## src/rtl/apb_reg_completer_pkg.sv

```systemverilog
// Shared types and constants for the APB register completer.
package apb_completer_pkg;

    typedef enum logic [0:0] {
        ST_IDLE   = 1'b0,
        ST_ACCESS = 1'b1
    } apb_state_e;

    localparam logic [31:0] ID_VALUE   = 32'hA9B3_0001;
    localparam int          NUM_REGS   = 16;
    localparam int          REG_IDX_W  = 4;
    localparam int          WAIT_CNT_W = 4;

endpackage

```

## src/rtl/apb_reg_completer_if.sv

```systemverilog
// APB bus bundle between a requester (master) and the register completer (slave).
interface apb_reg_completer_if #(
    parameter int ADDR_WIDTH = 8,
    parameter int DATA_WIDTH = 32
);
    logic                  PSEL;
    logic                  PENABLE;
    logic                  PWRITE;
    logic [ADDR_WIDTH-1:0] PADDR;
    logic [DATA_WIDTH-1:0] PWDATA;
    logic [DATA_WIDTH-1:0] PRDATA;
    logic                  PREADY;
    logic                  PSLVERR;

    modport master (
        output PSEL, PENABLE, PWRITE, PADDR, PWDATA,
        input  PRDATA, PREADY, PSLVERR
    );

    modport slave (
        input  PSEL, PENABLE, PWRITE, PADDR, PWDATA,
        output PRDATA, PREADY, PSLVERR
    );
endinterface

```

## src/rtl/apb_reg_completer_wait_counter.sv

```systemverilog
// Wait-state down-counter; only compiled when APB_WAIT_STATE_EN is defined.
`ifdef APB_WAIT_STATE_EN
module apb_wait_counter
    import apb_completer_pkg::*;
(
    input  logic                  clk,
    input  logic                  rst,
    input  logic                  load,
    input  logic [WAIT_CNT_W-1:0] load_value,
    output logic                  zero
);
    logic [WAIT_CNT_W-1:0] count_r;

    // Load on SETUP, otherwise count down to zero and hold.
    always_ff @(posedge clk or posedge rst) begin
        if (rst) begin
            count_r <= {WAIT_CNT_W{1'b0}};
        end else if (load) begin
            count_r <= load_value;
        end else if (count_r != {WAIT_CNT_W{1'b0}}) begin
            count_r <= count_r - {{(WAIT_CNT_W-1){1'b0}}, 1'b1};
        end
    end

    assign zero = (count_r == {WAIT_CNT_W{1'b0}});
endmodule
`endif

```

## src/rtl/apb_reg_completer.sv

```systemverilog
// APB completer with 16 x 32-bit registers; register 0 is a read-only ID.
// Wait states are inserted only when APB_WAIT_STATE_EN is defined.
module apb_reg_completer
    import apb_completer_pkg::*;
#(
    parameter int ADDR_WIDTH  = 8,
    parameter int DATA_WIDTH  = 32,
    parameter int WAIT_CYCLES = 2
) (
    input  logic               PCLK,
    input  logic               PRESET,
    apb_reg_completer_if.slave apb
);
    apb_state_e              state_r;
    logic [ADDR_WIDTH-1:0]   lat_addr_r;
    logic                    lat_write_r;
    logic [DATA_WIDTH-1:0]   lat_wdata_r;
    logic [DATA_WIDTH-1:0]   regs_r [NUM_REGS];

    logic                    setup_s;
    logic                    pready_s;
    logic                    err_s;
    logic                    complete_s;
    logic                    commit_s;
    logic [REG_IDX_W-1:0]    lat_idx_s;
    logic [DATA_WIDTH-1:0]   rd_value_s;
    logic [DATA_WIDTH-1:0]   prdata_s;

    assign setup_s   = apb.PSEL && !apb.PENABLE;
    assign lat_idx_s = lat_addr_r[5:2];

`ifdef APB_WAIT_STATE_EN
    logic cnt_zero_s;

    apb_wait_counter u_wait_counter (
        .clk        (PCLK),
        .rst        (PRESET),
        .load       (setup_s),
        .load_value (WAIT_CNT_W'(WAIT_CYCLES)),
        .zero       (cnt_zero_s)
    );

    assign pready_s = (state_r == ST_ACCESS) && cnt_zero_s;
`else
    assign pready_s = (state_r == ST_ACCESS);
`endif

    // Error decode and read-data selection; live bus must still match the latched request.
    always_comb begin
        err_s = (lat_addr_r[1:0] != 2'b00)
             || ((lat_addr_r >> 3'd6) != {ADDR_WIDTH{1'b0}})
             || (lat_write_r && (lat_idx_s == {REG_IDX_W{1'b0}}))
             || (apb.PADDR != lat_addr_r)
             || (apb.PWRITE != lat_write_r);
        if (lat_idx_s == {REG_IDX_W{1'b0}}) begin
            rd_value_s = DATA_WIDTH'(ID_VALUE);
        end else begin
            rd_value_s = regs_r[lat_idx_s];
        end
        if (pready_s && !err_s && !lat_write_r) begin
            prdata_s = rd_value_s;
        end else begin
            prdata_s = {DATA_WIDTH{1'b0}};
        end
    end

    assign complete_s = (state_r == ST_ACCESS) && apb.PSEL && apb.PENABLE && pready_s;
    assign commit_s   = complete_s && lat_write_r && !err_s;

    // Transfer FSM, request latches and register file.
    always_ff @(posedge PCLK or posedge PRESET) begin
        if (PRESET) begin
            state_r     <= ST_IDLE;
            lat_addr_r  <= {ADDR_WIDTH{1'b0}};
            lat_write_r <= 1'b0;
            lat_wdata_r <= {DATA_WIDTH{1'b0}};
            for (int i = 0; i < NUM_REGS; i++) begin
                regs_r[i] <= {DATA_WIDTH{1'b0}};
            end
        end else begin
            if (setup_s) begin
                lat_addr_r  <= apb.PADDR;
                lat_write_r <= apb.PWRITE;
                lat_wdata_r <= apb.PWDATA;
            end
            if (commit_s) begin
                regs_r[lat_idx_s] <= lat_wdata_r;
            end
            case (state_r)
                ST_IDLE: begin
                    if (setup_s) begin
                        state_r <= ST_ACCESS;
                    end
                end
                ST_ACCESS: begin
                    // A re-SETUP while in ACCESS keeps the FSM here with fresh latches.
                    if (!apb.PSEL || complete_s) begin
                        state_r <= ST_IDLE;
                    end
                end
                default: state_r <= ST_IDLE;
            endcase
        end
    end

    assign apb.PREADY  = pready_s;
    assign apb.PSLVERR = pready_s && err_s;
    assign apb.PRDATA  = prdata_s;
endmodule

```

## src/flat_wrapper.sv

```systemverilog
// flat-port wrapper written by rule: the top's interface ports become plain ports
module apb_reg_completer_flat import apb_completer_pkg::*;
#(
    parameter int ADDR_WIDTH  = 8,
    parameter int DATA_WIDTH  = 32,
    parameter int WAIT_CYCLES = 2
)
  (PCLK, PRESET, apb_PSEL, apb_PENABLE, apb_PWRITE, apb_PADDR, apb_PWDATA, apb_PRDATA, apb_PREADY, apb_PSLVERR);
  apb_reg_completer_if #(.ADDR_WIDTH(ADDR_WIDTH), .DATA_WIDTH(DATA_WIDTH)) apb_i ();
  input  logic PCLK;
  input  logic PRESET;
  input wire logic [$bits(apb_i.PSEL)-1:0] apb_PSEL;
  input wire logic [$bits(apb_i.PENABLE)-1:0] apb_PENABLE;
  input wire logic [$bits(apb_i.PWRITE)-1:0] apb_PWRITE;
  input wire logic [$bits(apb_i.PADDR)-1:0] apb_PADDR;
  input wire logic [$bits(apb_i.PWDATA)-1:0] apb_PWDATA;
  output wire logic [$bits(apb_i.PRDATA)-1:0] apb_PRDATA;
  output wire logic [$bits(apb_i.PREADY)-1:0] apb_PREADY;
  output wire logic [$bits(apb_i.PSLVERR)-1:0] apb_PSLVERR;
  assign apb_i.PSEL = apb_PSEL;
  assign apb_i.PENABLE = apb_PENABLE;
  assign apb_i.PWRITE = apb_PWRITE;
  assign apb_i.PADDR = apb_PADDR;
  assign apb_i.PWDATA = apb_PWDATA;
  assign apb_PRDATA = apb_i.PRDATA;
  assign apb_PREADY = apb_i.PREADY;
  assign apb_PSLVERR = apb_i.PSLVERR;
  apb_reg_completer #(.ADDR_WIDTH(ADDR_WIDTH), .DATA_WIDTH(DATA_WIDTH), .WAIT_CYCLES(WAIT_CYCLES)) u_core (.PCLK(PCLK), .PRESET(PRESET), .apb(apb_i));
endmodule
```

## config.mk

```make
export PLATFORM = sky130hd
export DESIGN_NAME = apb_reg_completer_flat
export DESIGN_NICKNAME = d
export VERILOG_FILES = /design/src/rtl/apb_reg_completer_pkg.sv /design/src/rtl/apb_reg_completer_if.sv /design/src/rtl/apb_reg_completer_wait_counter.sv /design/src/rtl/apb_reg_completer.sv /design/src/flat_wrapper.sv
export SDC_FILE = /design/constraint.sdc
export NUM_CORES = 1
export LEC_CHECK = 0
export CAP_MARGIN = 25
export CORE_MARGIN = 4
export CORE_UTILIZATION = 41
export CTS_CLUSTER_DIAMETER = 50
export DETAILED_ROUTE_END_ITERATION = 10
export GPL_ROUTABILITY_DRIVEN = 0
export SETUP_SLACK_MARGIN = 0.02
export SLEW_MARGIN = 40
export SYNTH_ARGS = -nofsm -noshare
export SYNTH_HDL_FRONTEND = slang
export SYNTH_HIERARCHICAL = 1
export SYNTH_SLANG_ARGS = --single-unit
```

## constraint.sdc

```tcl
create_clock -name PCLK -period 58.2 [get_ports PCLK]
set_input_delay 11.64 -clock PCLK [delete_from_list [all_inputs] [get_ports PCLK]]
set_output_delay 11.64 -clock PCLK [all_outputs]
set_load 0.05 [all_outputs]
```

==> results of run 1 <==
## cells in the mapped netlist, drive strengths merged, types with 2 or more instances
cell | count | area share [%]
o22ai | 4 | 0.10
mux2i | 24 | 0.98
nand4 | 15 | 0.38
o32ai | 3 | 0.11
clkbuf | 101 | 1.6
a311oi | 7 | 0.25
a22oi | 6 | 0.18
o221ai | 6 | 0.22
nor2 | 12 | 0.18
inv | 3 | 0.046
dfrtp | 544 | 56
xor2 | 5 | 0.18
a22o | 22 | 0.79
a211oi | 7 | 0.22
mux4 | 107 | 9.9
a21oi | 22 | 0.45
nand2b | 5 | 0.13
buf | 67 | 1.4
nor4 | 29 | 0.74
mux2 | 549 | 25
nand2 | 13 | 0.20
nor3 | 15 | 0.33
o21ai | 7 | 0.14
nor2b | 4 | 0.10
and2 | 2 | 0.051
## layout by cell type, fill, tap and decap left out, drive strengths merged, types with 4 or more instances in the layout
| cell type | count |
|---|---|
| a211oi | 7 |
| a21oi | 22 |
| a22o | 22 |
| a22oi | 6 |
| a311oi | 7 |
| buf | 51 |
| bufinv | 4 |
| clkbuf | 88 |
| clkdlybuf4s50 | 78 |
| clkinv | 10 |
| dfrtp | 544 |
| inv | 6 |
| mux2 | 549 |
| mux2i | 24 |
| mux4 | 107 |
| nand2 | 13 |
| nand2b | 5 |
| nand4 | 15 |
| nor2 | 12 |
| nor2b | 4 |
| nor3 | 15 |
| nor4 | 29 |
| o21ai | 7 |
| o221ai | 6 |
| o22ai | 4 |
| xor2 | 5 |
## cell families after synthesis
logic type,after synthesis,share of synthesized area [%]
multiplexers,680,36.2
AND/OR/NAND/NOR,100,2.27
AO/OA/AOI/OAI,88,2.61
XOR/XNOR,5,0.179
buffers and inverters,171,2.98
flip-flops,544,55.8
## sequential cells by signal (all words and copies together), names as in the netlist
| signal | cells |
|---|---|
| u_core/apb.PREADY | 1 |
| u_core/lat_wdata_r | 32 |
| u_core/lat_write_r | 1 |
| u_core/regs_r | 502 |
| u_core/lat_addr_r | 8 |
## worst register-to-register path, cell delays in order (launching register included)
cell,delay (ns)
dfrtp_2,0.36
buf_4,0.48
nand3_1,0.70
nor3_1,0.35
and4_2,0.55
buf_4,0.51
mux2_2,0.42
## power by group through the flow
| stage | Combinational [mW] | Sequential, mW | Clock [mW] |
|---|---|---|---|
| after floorplan | 0.0486 | 0.394 | 0 |
| after global placement | 0.0602 | 0.408 | 0 |
| after detailed placement | 0.0635 | 0.407 | 0 |
| after CTS | 0.0636 | 0.400 | 0.390 |
| after global routing | 0.0674 | 0.401 | 0.406 |
| final | 0.0628 | 0.399 | 0.381 |
## metal layers
layer	up-vias	share of wire [%]	wire length (µm)	GRT usage [%]
li1	5984	-	-	-
met1	7513	46	28600	28.8
met2	312	47	29100	30.9
met3	89	5.0	3110	3.22
met4	0	2.1	1310	5.22
met5	-	0	0	0
## worst paths after layout
kind	end	slack (ns)	cells past startpoint
worst max-delay path	apb_PRDATA[30]	31.24	8
worst min-delay path	u_core/regs_r[486]	0.37	0
worst max register to register	u_core/regs_r[250]	54.69	6
worst min register to register	u_core/regs_r[486]	0.37	0
max in group asynchronous	u_core/regs_r[238]	44.33	5
min in group asynchronous	u_core/lat_wdata_r[29]	11.50	2
## through the flow
stage                     cell area [µm²]  power, mW  setup WS (ns)  cells
after floorplan                     24400      0.443          31.35   1588
after global placement              25800      0.468          30.63   2316
after detailed placement            25900      0.470          31.01   2322
after CTS                           27900      0.854          31.01   2429
after global routing                28000      0.875          31.10   2430
final                               28000      0.843          31.24   2430
## layout make-up
type	count	area (µm²)
inverters	3	23.8
repair buffers	130	1260
clock buffers	87	1740
fillers	5113	31100
clock inverters	20	230
well taps	773	967
flip-flops and latches	544	13600
multi-input cells	873	10100
==> run metrics, run 1 <==
Main synth FF type dfrtp_1; initial antenna violation count 0; post-synth cell types 38; Crit path arrival time 15.32 ns; PostCTS Resize Cnt 0; Core Area 59000 µm²; fin util 47.4%; Seq/Total Area, Yosys 55.8%; type of the most critical hold path flop to flop; Setup crit end kind primary output; Slew Viols, Final 0; syn_nets 1633; Post-CTS Setup Inserts 0; insertion delay to the later sink of the worst-skew pair 0.63 ns; Relative slew margins 48.1%; period utilisation layout 46.3%; max_cap viols 0; crit-path max FO 19; CTS max path bufs 3; DP HPWL 35.6 mm; Synth warnings 6; worst-margin pin slew 0.776 ns; Sw Share 25.4%; clock root cell clkbuf_16; Sw Pwr 214 µW; Achievable Freq 37.1 MHz; Layout area overhead 14.5%; pwr/cell area 30.2 nW/µm²; DRC errors left 0; via density per instance 5.72; syn_area_per_cell 15.4 µm²; VDD IR-drop max 0.0226 mV; Antenna Cells 0; Avg WL per Cell 25.6 µm; Critical Path Start apb_PADDR[4]; total gr overflow 0; first-pass GRT wire length 94.7 mm; Fin Setup TNS 0 ns; CP max-delay cell clkdlybuf4s50_1; count of final hold-check violations 0; via count 13.9k; Tot GR Track Use 19.7%; die height 252 µm; RSZ-0062 raised after global routing false; WP buf/inv 4; async set-or-reset flop fraction in the synthesized netlist 100%; power share of the combinational group 7.5%; Hold Slack 0.371 ns; Leak 13.3 nW; flip-flop and latch count after synthesis 544; Setup crit start kind input port; Reg2Reg Launch Point u_core/lat_write_r; Post-Route WL 62.2 mm; outcome finished clean; row count 89; Starting Density 41.4%; layout cells sized above 1 49.1%; largest net degree at the start of global routing 106; clock power share 45.2%; register share of total power 47.4%; CP peak stage delay 0.87 ns; hold bufs inserted after CTS 0; die width 252 µm; Tmin final 26.96 ns; Port Buffers 78; worst-path cell chain clkdlybuf4s50_1, xor2_1, nor2_2, nand4_1, buf_4, buf_4, nor4_1, clkdlybuf4s50_1; ANT nets after route 0; DR iter-0 viols 955; clock skew 0.0284 ns; cts bufs inserted 60; CTS tree yes; critical path class input port to primary output; Cells after Synth 1588; vias in the first global route 14.7k; post-layout net count 1657; clk slew on worst S/H paths 0.06 ns; critical hold path startpoint u_core/regs_r[486]; H-Tree Depth 2; CTS Sinks 544; Die ar. 63500 µm²; CP top delay family buffers and inverters; IO Pins 79; EDFF count, synth 0; setup violators final 0; Worst Path Required 46.56 ns; 1st-pass router iterations 5; P_int 629 µW; Mapped Area 24400 µm²
(Power assumes the default switching activity.)
==> run 2: changes to the inputs <==
clock period = 26.5 ns   (was 58.2 ns; I/O delays follow)
==> run metrics, run 2 (synthesis results as in run 1) <==
clock root cell clkbuf_16; Starting Density 41.4% (unchanged); Achievable Freq 71.1 MHz; Setup crit end kind primary output; count of final hold-check violations 0 (unchanged); layout cells sized above 1 49.6% (+0.52 points); Core Area 59000 µm² (unchanged); Tot GR Track Use 19.8% (+0.090 points); final std cells w/o fill 2439 (+0.37%); setup violators final 0 (unchanged); DR iter-0 viols 1001 (+4.8%); Crit path arrival time 8.76 ns (-6.56 ns); Relative slew margins 41.3% (-6.8 points); CTS max path bufs 3 (unchanged); CTS Sinks 544 (unchanged); PostCTS Resize Cnt 0 (unchanged); die height 252 µm (unchanged); most frequent cells in the layout 544 x mux2_2, 539 x dfrtp_1, 107 x mux4_2, 78 x clkdlybuf4s50_1, 71 x clkbuf_16; clock skew 0.0293 ns (+0.000937 ns); register share of total power 45.4% (-2.0 points); r2r endpoint u_core/regs_r[205]; # fillers 5105 (-0.16%); Leak 13.4 nW (+1.0%); insertion delay to the later sink of the worst-skew pair 0.60 ns (-0.03 ns); Post-CTS Setup Inserts 0 (unchanged); Hold Path End u_core/regs_r[487]; outcome finished clean; hold bufs inserted after CTS 0 (unchanged); WHS Path Cells 0 (unchanged); critical path class input port to primary output; area post-placement 26000 µm² (about the same); storage element area 13600 µm² (unchanged); cts bufs inserted 68 (+13%); first-pass GRT wire length 95.2 mm (+0.55%); Post-Route WL 61.9 mm (-0.41%); total gr overflow 0 (unchanged); Largest register FFs 502 (unchanged); type of the most critical hold path flop to flop; critical hold path startpoint u_core/regs_r[487]; period utilisation layout 53.1%; fin util 47.9% (+0.49 points); Antenna Cells 0 (unchanged); row count 89 (unchanged); H-Tree Depth 3 (+1); clock power share 47.4% (+2.2 points); ANT nets after route 0 (unchanged); DRC errors left 0 (unchanged); Largest Register u_core/regs_r; DP HPWL 35.3 mm (-1.0%); Slew Viols, Final 0 (unchanged); Sw Share 24.9% (-0.50 points); largest net degree at the start of global routing 108 (+1.9%); RSZ-0062 raised after global routing false; IO Pins 79 (unchanged); Avg WL per Cell 25.4 µm (-0.78%); r2r setup slk 22.62 ns (-32.07 ns); 1st-pass router iterations 5 (unchanged); Layout area overhead 15.7%; pwr/cell area 68.4 nW/µm² (+130%); clk slew on worst S/H paths 0.05 ns (about the same); Port Buffers 78 (unchanged); via count 14.0k (+0.49%); worst-margin pin slew 0.880 ns (+0.104 ns); most common cell after layout, fill and taps aside mux2_2; Sw Pwr 481 µW (+120%); Worst Path Required 21.20 ns (-25.36 ns); crit-path max FO 19 (unchanged); P_int 1.45 mW (+130%); R2R depth 8 (+2); Reg2Reg Launch Point u_core/lat_addr_r[2]; design area 28200 µm² (+1.0%); vias in the first global route 15.1k (+2.7%); power share of the combinational group 7.2% (-0.3 points); die width 252 µm (unchanged); VDD IR-drop max 0.0458 mV (+100%); Regs by FF count u_core/regs_r (502), u_core/lat_wdata_r (32), u_core/lat_addr_r (8); Setup crit start kind input port; initial antenna violation count 1 (+1); post-layout net count 1667 (+0.60%); cell total after placement 2323 (+0.043%); Fin Setup TNS 0 ns (unchanged); Tmin final 14.06 ns; via density per instance 5.73 (+0.12%); footprint of the multi-input gates 10100 µm² (unchanged); Die ar. 63500 µm² (unchanged); max_cap viols 0 (unchanged); CTS tree yes
[run 2: worst max-delay path by stage]
stage                      start                end  cells after the start
detailed placement  apb_PADDR[3]     apb_PRDATA[30]                      7
global route        apb_PADDR[3]     apb_PRDATA[28]                      7
floorplan                 PRESET  u_core/apb.PREADY                      1
CTS                 apb_PADDR[3]     apb_PRDATA[30]                      7
global placement    apb_PADDR[2]     apb_PRDATA[14]                      7
finish              apb_PADDR[4]     apb_PRDATA[20]                      7
[run 2: through the flow]
step                      total power [mW]  hold slack (ns)  setup slack [ns]
final                                 1.93            0.373             12.44
after global routing                  2.01            0.385             12.12
after CTS                             1.96            0.376             12.13
after detailed placement              1.03            0.363             12.15
after global placement                1.03            0.360             11.62
after floorplan                      0.972            0.425              5.99
[run 2: power by group through the flow]
stage | registers [mW] | clock network (mW) | logic, mW
6_report | 0.877 | 0.916 | 0.139
5_1_grt | 0.881 | 0.975 | 0.150
4_1_cts | 0.881 | 0.939 | 0.136
3_5_place_dp | 0.896 | 0 | 0.136
3_3_place_gp | 0.895 | 0 | 0.133
2_1_floorplan | 0.865 | 0 | 0.107
[run 2: critical path, stage by stage]
cell and delay, ns:
clkdlybuf4s50_1 0.44, xor2_1 0.17, nor2_2 0.63, nand4_1 0.58, buf_4 0.43, a311oi_1 0.32, clkdlybuf4s50_1 0.86
[run 2: area by class of cell]
| cell class | count | share of cell area [%] |
|---|---|---|
| inverter | 3 | 0.0842 |
| clock buffer | 90 | 6.86 |
| timing repair buffer | 132 | 4.61 |
| sequential | 544 | 48.2 |
| tap | 773 | 3.42 |
| clock inverter | 24 | 0.997 |
| multi-input combinational | 873 | 35.8 |
[run 2: layer usage]
| layer | wire (µm) | up-vias | global-route usage, % |
|---|---|---|---|
| li1 | - | 5997 | - |
| met1 | 28500 | 7570 | 28.4 |
| met2 | 28900 | 299 | 30.9 |
| met3 | 2780 | 100 | 3.98 |
| met4 | 1690 | 0 | 5.45 |
| met5 | 0 | - | 0 |
==> run 3: changes to the inputs <==
clock period = 11.7 ns   (was 26.5 ns; I/O delays follow)
==> run metrics, run 3 (synthesis results as in run 1) <==
Setup crit end kind primary output; Worst Path Required 9.36 ns (-11.84 ns); outcome finished clean; Starting Density 41.4% (unchanged); # fillers 5075 (-0.59%); clock skew 0.0283 ns (-0.00101 ns); Tmin final 7.92 ns; cts bufs inserted 67 (-1.5%); storage element area 13600 µm² (about the same); Leak 13.4 nW (about the same); DP HPWL 35.1 mm (-0.33%); Critical Path Start apb_PADDR[5]; largest net degree at the start of global routing 103 (-4.6%); Setup crit start kind input port; worst-margin pin slew 0.849 ns (-0.0312 ns); via density per instance 5.71 (-0.35%); r2r endpoint u_core/regs_r[476]; row count 89 (unchanged); clock root cell clkbuf_16; DRC errors left 0 (unchanged); IO Pins 79 (unchanged); Antenna Cells 0 (unchanged); H-Tree Depth 3 (unchanged); Relative slew margins 43.2% (+1.9 points); count of final hold-check violations 0 (unchanged); Core Area 59000 µm² (unchanged); via count 13.9k (-0.47%); VDD IR-drop max 0.121 mV (+160%); RSZ-0062 raised after global routing false; hold bufs inserted after CTS 0 (unchanged); Port Buffers 78 (unchanged); CP Capture Point apb_PRDATA[30]; period utilisation layout 67.7%; Die ar. 63500 µm² (unchanged); CTS tree yes; CTS max path bufs 3 (unchanged); type of the most critical hold path flop to flop; most common cell after layout, fill and taps aside mux2_2; first-pass GRT wire length 94.4 mm (-0.87%); PostCTS Resize Cnt 0 (unchanged); Achievable Freq 126 MHz; vias in the first global route 14.9k (-1.1%); Layout area overhead 15.7% (about the same); layout cells sized above 1 49.2% (-0.33 points); Hold Slack 0.374 ns (+0.00123 ns); die width 252 µm (unchanged); Slew Viols, Final 0 (unchanged); Fin Setup TNS 0 ns (unchanged); final std cells w/o fill 2436 (-0.12%); DR iter-0 viols 984 (-1.7%); total gr overflow 0 (unchanged); crit-path max FO 27 (+8); R2R depth 6 (-2); footprint of the multi-input gates 10100 µm² (-0.11%); setup violators final 0 (unchanged); Post-Route WL 61.2 mm (-1.3%); cell total after placement 2317 (-0.26%); Crit path arrival time 5.58 ns (-3.18 ns); Post-CTS Setup Inserts 0 (unchanged); clk slew on worst S/H paths 0.06 ns (about the same); Tot GR Track Use 19.6% (-0.19 points); post-layout net count 1658 (-0.54%); fin util 47.9% (about the same); critical path class input port to primary output; initial antenna violation count 0 (-1); CTS Sinks 544 (unchanged); design area 28200 µm² (about the same); max_cap viols 0 (unchanged); Largest Register u_core/regs_r; Reg2Reg Launch Point u_core/lat_addr_r[3]; most frequent cells in the layout 544 x mux2_2, 539 x dfrtp_1, 107 x mux4_2, 78 x clkdlybuf4s50_1, 69 x clkbuf_16; critical hold path startpoint u_core/regs_r[489]; 1st-pass router iterations 4 (-1); r2r setup slk 7.81 ns (-14.81 ns); die height 252 µm (unchanged); Largest register FFs 502 (unchanged); ANT nets after route 0 (unchanged); pwr/cell area 157 nW/µm² (+130%); Avg WL per Cell 25.1 µm (-1.1%); insertion delay to the later sink of the worst-skew pair 0.60 ns (about the same); Regs by FF count u_core/regs_r (502), u_core/lat_wdata_r (32), u_core/lat_addr_r (8); area post-placement 25900 µm² (-0.15%)
## run 3: layout make-up
type                            count  share of cell area, %
Tap cell                          773                   3.42
Multi-Input combinational cell    873                   35.7
Clock inverter                     24                   1.24
Clock buffer                       95                   6.95
Inverter                            3                 0.0532
Sequential cell                   544                   48.2
Timing Repair Buffer              124                   4.34
## run 3: worst min-delay path by stage
stage                              end  cells after the start
floorplan           u_core/regs_r[481]                      1
global placement    u_core/regs_r[491]                      0
detailed placement  u_core/regs_r[489]                      0
CTS                 u_core/regs_r[508]                      0
global route        u_core/regs_r[508]                      0
finish              u_core/regs_r[489]                      0
## run 3: metal layers
metal / GRT usage (%) / routed length, µm / vias to the layer above
met2: 31.8 / 29600 / 246
met4: 5.17 / 1320 / 0
met1: 27.6 / 28100 / 7545
met5: 0 / 0 / -
li1: - / - / 6017
met3: 3.46 / 2160 / 92
## run 3: power by group
part / total [mW] / switching, mW / leakage, nW / internal (mW)
combinational: 0.289 / 0.181 / 4.79 / 0.108
clock: 2.14 / 0.807 / 1.13 / 1.33
sequential: 2.01 / 0.103 / 7.51 / 1.90
total: 4.43 / 1.09 / 13.4 / 3.34
## run 3: worst max-delay path: stages
cell	delay, ns
clkdlybuf4s50_1	0.50
xor2_1	0.22
nor3_2	0.16
buf_4	0.26
nand4_1	0.41
buf_4	0.45
nor4_1	0.35
clkdlybuf4s50_1	0.86
## run 3: stage by stage
| step | power (mW) | worst slack [ns] |
|---|---|---|
| floorplan | 2.20 | 1.96 |
| global placement | 2.33 | 3.84 |
| detailed placement | 2.34 | 3.82 |
| CTS | 4.50 | 3.79 |
| global route | 4.61 | 3.60 |
| finish | 4.43 | 3.78 |
